### config.mk
export PLATFORM = sky130hd
export DESIGN_NAME = kamikaze_mem_arbiter
export DESIGN_NICKNAME = d
export VERILOG_FILES = /design/src/rtl/kamikaze_mem_arbiter.sv
export SDC_FILE = /design/constraint.sdc
export NUM_CORES = 1
export LEC_CHECK = 0
export ABC_AREA = 1
export CAP_MARGIN = 20
export CORE_AREA = 2 2 108 110
export CTS_CLUSTER_DIAMETER = 100
export DETAILED_ROUTE_END_ITERATION = 10
export DIE_AREA = 0 0 110 112
export MAX_ROUTING_LAYER = met4
export PLACE_DENSITY = 0.64
export SLEW_MARGIN = 20
export SYNTH_ARGS = -nofsm -noshare
export SYNTH_HDL_FRONTEND = slang
export SYNTH_SLANG_ARGS = --single-unit
### constraint.sdc
create_clock -name clk_i -period 4.1 [get_ports clk_i]
set_clock_uncertainty 0.1 [all_clocks]
set_input_delay 1.025 -clock clk_i [delete_from_list [all_inputs] [get_ports clk_i]]
set_output_delay 1.025 -clock clk_i [all_outputs]
set_load 0.03 [all_outputs]
### src/rtl/kamikaze_mem_arbiter.sv
// Shares one single-ported synchronous RAM between instruction fetch and the LSU.
// Data has priority; a starvation counter forces a fetch grant after STARVE_MAX denials.
module kamikaze_mem_arbiter #(
  parameter int unsigned STARVE_MAX = 4,
  parameter int unsigned ADDR_W     = 32
) (
  input  logic              clk_i,
  input  logic              rst_i,
  input  logic              if_req_i,
  input  logic [ADDR_W-1:0] if_addr_i,
  output logic              if_gnt_o,
  output logic              if_rvalid_o,
  output logic [31:0]       if_rdata_o,
  input  logic              d_req_i,
  input  logic              d_we_i,
  input  logic [3:0]        d_be_i,
  input  logic [ADDR_W-1:0] d_addr_i,
  input  logic [31:0]       d_wdata_i,
  output logic              d_gnt_o,
  output logic              d_rvalid_o,
  output logic [31:0]       d_rdata_o,
  output logic              mem_req_o,
  output logic              mem_we_o,
  output logic [3:0]        mem_be_o,
  output logic [ADDR_W-1:0] mem_addr_o,
  output logic [31:0]       mem_wdata_o,
  input  logic [31:0]       mem_rdata_i
);

  localparam int unsigned CNT_W = 4;
  localparam int unsigned BE_W  = 4;

  typedef enum logic [1:0] {
    RESP_NONE = 2'd0,
    RESP_IF   = 2'd1,
    RESP_D    = 2'd2
  } resp_e;

  resp_e            resp_owner;
  resp_e            resp_owner_next;
  logic [CNT_W-1:0] starve_cnt;
  logic [CNT_W-1:0] starve_cnt_next;
  logic             starved;

  // Word-aligned RAM: the byte-offset bits of both address ports are ignored.
  logic unused_addr_lsbs;
  assign unused_addr_lsbs = ^{if_addr_i[1:0], d_addr_i[1:0]};

  // Arbitration: data wins unless fetch has been starved long enough.
  assign starved  = (starve_cnt == CNT_W'(STARVE_MAX));
  assign if_gnt_o = if_req_i & (~d_req_i | starved);
  assign d_gnt_o  = d_req_i & ~if_gnt_o;

  // Memory command mux driven straight from the winning requester.
  always_comb begin
    mem_req_o   = if_gnt_o | d_gnt_o;
    mem_we_o    = 1'b0;
    mem_be_o    = BE_W'(0);
    mem_wdata_o = d_wdata_i;
    mem_addr_o  = {d_addr_i[ADDR_W-1:2], 2'b00};
    if (if_gnt_o) begin
      mem_be_o   = {BE_W{1'b1}};
      mem_addr_o = {if_addr_i[ADDR_W-1:2], 2'b00};
    end else if (d_gnt_o) begin
      mem_we_o = d_we_i;
      mem_be_o = d_be_i;
    end
  end

  // Starvation counter: counts denied fetch cycles, clears on grant or idle.
  always_comb begin
    starve_cnt_next = starve_cnt;
    if (if_gnt_o || !if_req_i) begin
      starve_cnt_next = CNT_W'(0);
    end else if (!starved) begin
      starve_cnt_next = starve_cnt + CNT_W'(1);
    end
  end

  always_ff @(posedge clk_i or negedge rst_i) begin
    if (!rst_i) begin
      starve_cnt <= CNT_W'(0);
    end else begin
      starve_cnt <= starve_cnt_next;
    end
  end

  // Response owner register: remembers who owns the RAM read data next cycle.
  always_ff @(posedge clk_i or negedge rst_i) begin
    if (!rst_i) begin
      resp_owner <= RESP_NONE;
    end else begin
      resp_owner <= resp_owner_next;
    end
  end

  always_comb begin
    resp_owner_next = RESP_NONE;
    if_rvalid_o     = 1'b0;
    d_rvalid_o      = 1'b0;
    if (if_gnt_o) begin
      resp_owner_next = RESP_IF;
    end else if (d_gnt_o) begin
      resp_owner_next = RESP_D;
    end
    case (resp_owner)
      RESP_IF: if_rvalid_o = 1'b1;
      RESP_D:  d_rvalid_o  = 1'b1;
      default: ;
    endcase
  end

  // Read data is only meaningful alongside the matching rvalid.
  assign if_rdata_o = mem_rdata_i;
  assign d_rdata_o  = mem_rdata_i;

endmodule
# Word-level counts from Yosys, hierarchy flattened
# Index checks and enable logic that the tools add are counted.
# totals
register_bits	6
in_bits	137
out_inout_bits	138
elab_cells	26
# classes
addsub	1
eq_ne	4
n_mux	11
bitwise	6
n_reduce_logical	2
# ops
operator	count
two-way mux 32 bit	1
two-way mux 4 bit	4
adder 4 x 1 -> 4 bit (second input constant)	1
equality test 4 x 3 -> 1 bit (second input constant)	1
two-way mux 1 bit	4
two-way mux 2 bit	2
AND 1 bit	2
equality test 2 x 1 -> 1 bit (second input constant)	1
equality test 2 bit (second input constant)	1
!= test 2 x 1 -> 1 bit (second input constant)	1
inverter 1 bit	2
bitwise OR 1 bit	2
zero test 1 bit	1
logical OR 1 bit	1

# Longest topological paths before layout
# logic_depth
depth_word	7
ltp_mapped	8

# Worst setup path before layout
# OpenSTA, ideal clock, no wires.
# synth_timing
path_kind	input to output
startpoint	in if_req_i
endpoint	out mem_addr_o[31]
arrival_ns	1.779
required_ns	2.975
setup_slack_ns	1.196
cell_stages	4
n_path_buf	2
path_cell_list	buf_4 > clkbuf_1 > nand3_1 > nand2_1
# synth_between
elab_chain_len	2
# synth_rtl
item	line	text
start: declaration	9	input logic if_req_i,
AND 1 bit	51	assign if_gnt_o = if_req_i & (~d_req_i | starved);
two-way mux 32 bit	61	if (if_gnt_o) begin
end: declaration	25	output logic [ADDR_W-1:0] mem_addr_o,
# No other way between the ends.

# Worst setup path in the final report
# layout_timing
startpoint	in d_req_i
endpoint	out mem_we_o
# layout_between
elab_chain_len	7
# layout_rtl
item	line	text
start: declaration	14	input logic d_req_i,
inverter 1 bit	51	
bitwise OR 1 bit	51	
AND 1 bit	51	
inverter 1 bit	52	assign d_gnt_o = d_req_i & ~if_gnt_o;
AND 1 bit	52	
two-way mux 1 bit	64	end else if (d_gnt_o) begin
two-way mux 1 bit *	61	
end: declaration	23	output logic mem_we_o,
# Mark *: on every way between the ends. The rest lies on a longest branch, timed or not.

==> flow_summary.toml <==
[pwr]
p_seq_share_pct = 13.5
switching_share_pct = 34.5
ir_worst_vdd_uv = 150
p_per_area_nw_per_um2 = 227
p_leak_uw = 0.000978
switchingPower_uw = 161
pwr-share-comb_pct = 52.8
p_clk_share_pct = 33.7
internal_power_uw = 306
power.total_uw = 467

[cts]
cts.sinks = 6
cts_hold_buf = 0
cts_tree = "yes"
post_cts_buffers = 0
ctsResizeCount = 0
clk_pin_slew_ns = 0.03
cts_buffers = 3
htree_levels = 1
clockRootBuffer = "clkbuf_16"
clk_path_buf_depth = 2
clock_latency_ns = 0.23

[sta]
final_max_slew_viol_count = 0
fin_crit_ns = 3.78
rsz0062_at_grt = "false"
tns_ns = 0
setup_viol = 0
hold_ws_ns = 0.388
fin_crit_sh_pct = 92.2
timing.fmax_mhz = 265
hold_viol_final = 0

[synthesis]
synthMuxAreaShare_pct = 0
synth_top_family_by_area = "buffers and inverters"
syn_avg_cell_area_um2 = 6.44
yosys.area_share.simple_pct = 32.3
synth_cells = 241
synth_compound_area_share_pct = 0.323
ys_types = 18
yosysSeqAreaShare_pct = 9.68
synth-seq-cells = 6
synth_warnings = 0
synth_xor_area_share_pct = 1.13
synthAdderAreaFrac_pct = 1.61
netlist_area_um2 = 1550

[grt]
overflow = 0
grt_max_degree = 36
grt_pass1_wl_mm = 7.33
grt_pass1_vias = 1233
grt_use_total_pct = 8.47
antenna_found_initial = 0

[flow_run]
drv_cap = 0

[detailed_routing]
vias = 1380
drc = 0
drt_iter0_drc = 23
detail-route-antenna-nets = 0
vias_per_cell = 3.54
met2_length_mm = 3.12
wirelength_mm = 5.72
top_layer_used = "met4"
wl_met3_mm = 1.06
wirelength_met1_mm = 1.45
first_pass_iters = 4
wl_per_cell_um = 14.7

[layout]
n_antenna_cell = 0
finalNetCount = 388
final_cells = 390
drive_gt1_share_pct = 20.2
final_common_cell = "clkdlybuf4s50_1"
syn_to_final_growth_pct = 32.3
layout_common_cells = "72 x clkdlybuf4s50_1, 63 x nand2_1, 33 x buf_4"
design_area_um2 = 2050

[die]
die-area_um2 = 12300
core_area_um2 = 11200
rows = 39
die_x_um = 110
initial_core_util_pct = 13.9
die_h_um = 112
top_level_ports = 275

[worst_setup_path]
critPathLaunchType = "input pin"
worstSetupEndpointType = "output port"
cp.arrival_ns = 2.66
critPathKind = "in -> out"
r2r_setup_slack_ns = 2.55
worstPathRequired_ns = 2.97
cp_max_fo = 8

[placed_design]
dp_hpwl_mm = 4.86
io_buffers = 108
dp_cells = 387
routabilityCongestion = 0.727
place_area_um2 = 1980

[status]
status = "finished, final reports clean"

[hold_path]
hold_path_class = "reg -> reg"
## cells in the mapped netlist
cell type  instances  area (um2)
nand2_8            1        20.0
xnor2_1            1        8.76
ha_1               2        25.0
buf_4            102         766
nor2_1             7        26.3
nand2_1           63         236
nand3_1           32         160
nand3_2            1        10.0
xor2_1             1        8.76
clkbuf_1           3        11.3
o21ai_0            1        5.00
buf_6              3        33.8
or2_2              1        6.26
nand2_2            5        31.3
nand2_4            1        11.3
dfrtp_1            6         150
conb_1             1        3.75
inv_1             10        37.5
## cell families after synthesis
kind of cell               Yosys count
AOI/OAI and AO/OA                    1
xor gates and xnor gates             2
adders and majority gates            2
buffers and inverters              118
DFF                                  6
other                                1
and+or+nand+nor                    111
## layout make-up
cell class | count | area, um2
tap | 143 | 179
sequential | 6 | 150
fill | 1261 | 9120
timing repair buffer | 110 | 1050
multi-input combinational | 118 | 557
inverter | 10 | 37.5
clock buffer | 3 | 75.1
## stage by stage
step | util (%) | setup WS [ns]
6_report | 18.4 | 0.319
5_1_grt | 18.4 | 0.202
4_1_cts | 18.4 | 0.298
3_5_place_dp | 17.7 | 0.308
3_3_place_gp | 17.7 | 0.318
2_1_floorplan | - | 1.20
## worst paths after layout
| check | startpoint | endpoint | depth (start not counted) |
|---|---|---|---|
| worst max-delay path | d_req_i | mem_we_o | 4 |
| worst min register to register | starve_cnt[0] | starve_cnt[0] | 1 |
| worst max register to register | starve_cnt[0] | resp_owner[0] | 6 |
| worst min-delay path | starve_cnt[0] | starve_cnt[0] | 1 |
| min in group asynchronous | rst_i | starve_cnt[0] | 1 |
| max in group asynchronous | rst_i | starve_cnt[2] | 1 |
## layer usage
layer | GRT usage, % | up-vias
met5 | - | -
met4 | 2.36 | 0
met3 | 4.98 | 12
met2 | 17.3 | 155
met1 | 5.52 | 563
li1 | - | 650
## critical path, stage by stage
cell and delay, ns:
clkdlybuf4s50_1 0.66, o21ai_0 0.18, nor2_1 0.11, clkdlybuf4s50_1 0.67
## power by group through the flow
stage	Clock [uW]	Combinational, uW	Sequential, uW
floorplan	0	293	63.3
global placement	0	246	63.4
detailed placement	0	249	63.6
CTS	160	250	62.9
global route	163	263	63.1
finish	157	246	62.9
## registers in the layout (all words and copies together), names as in the netlist
name,flops
starve_cnt,4
resp_owner,2
No activity file was read; power rests on OpenSTA's default activity.
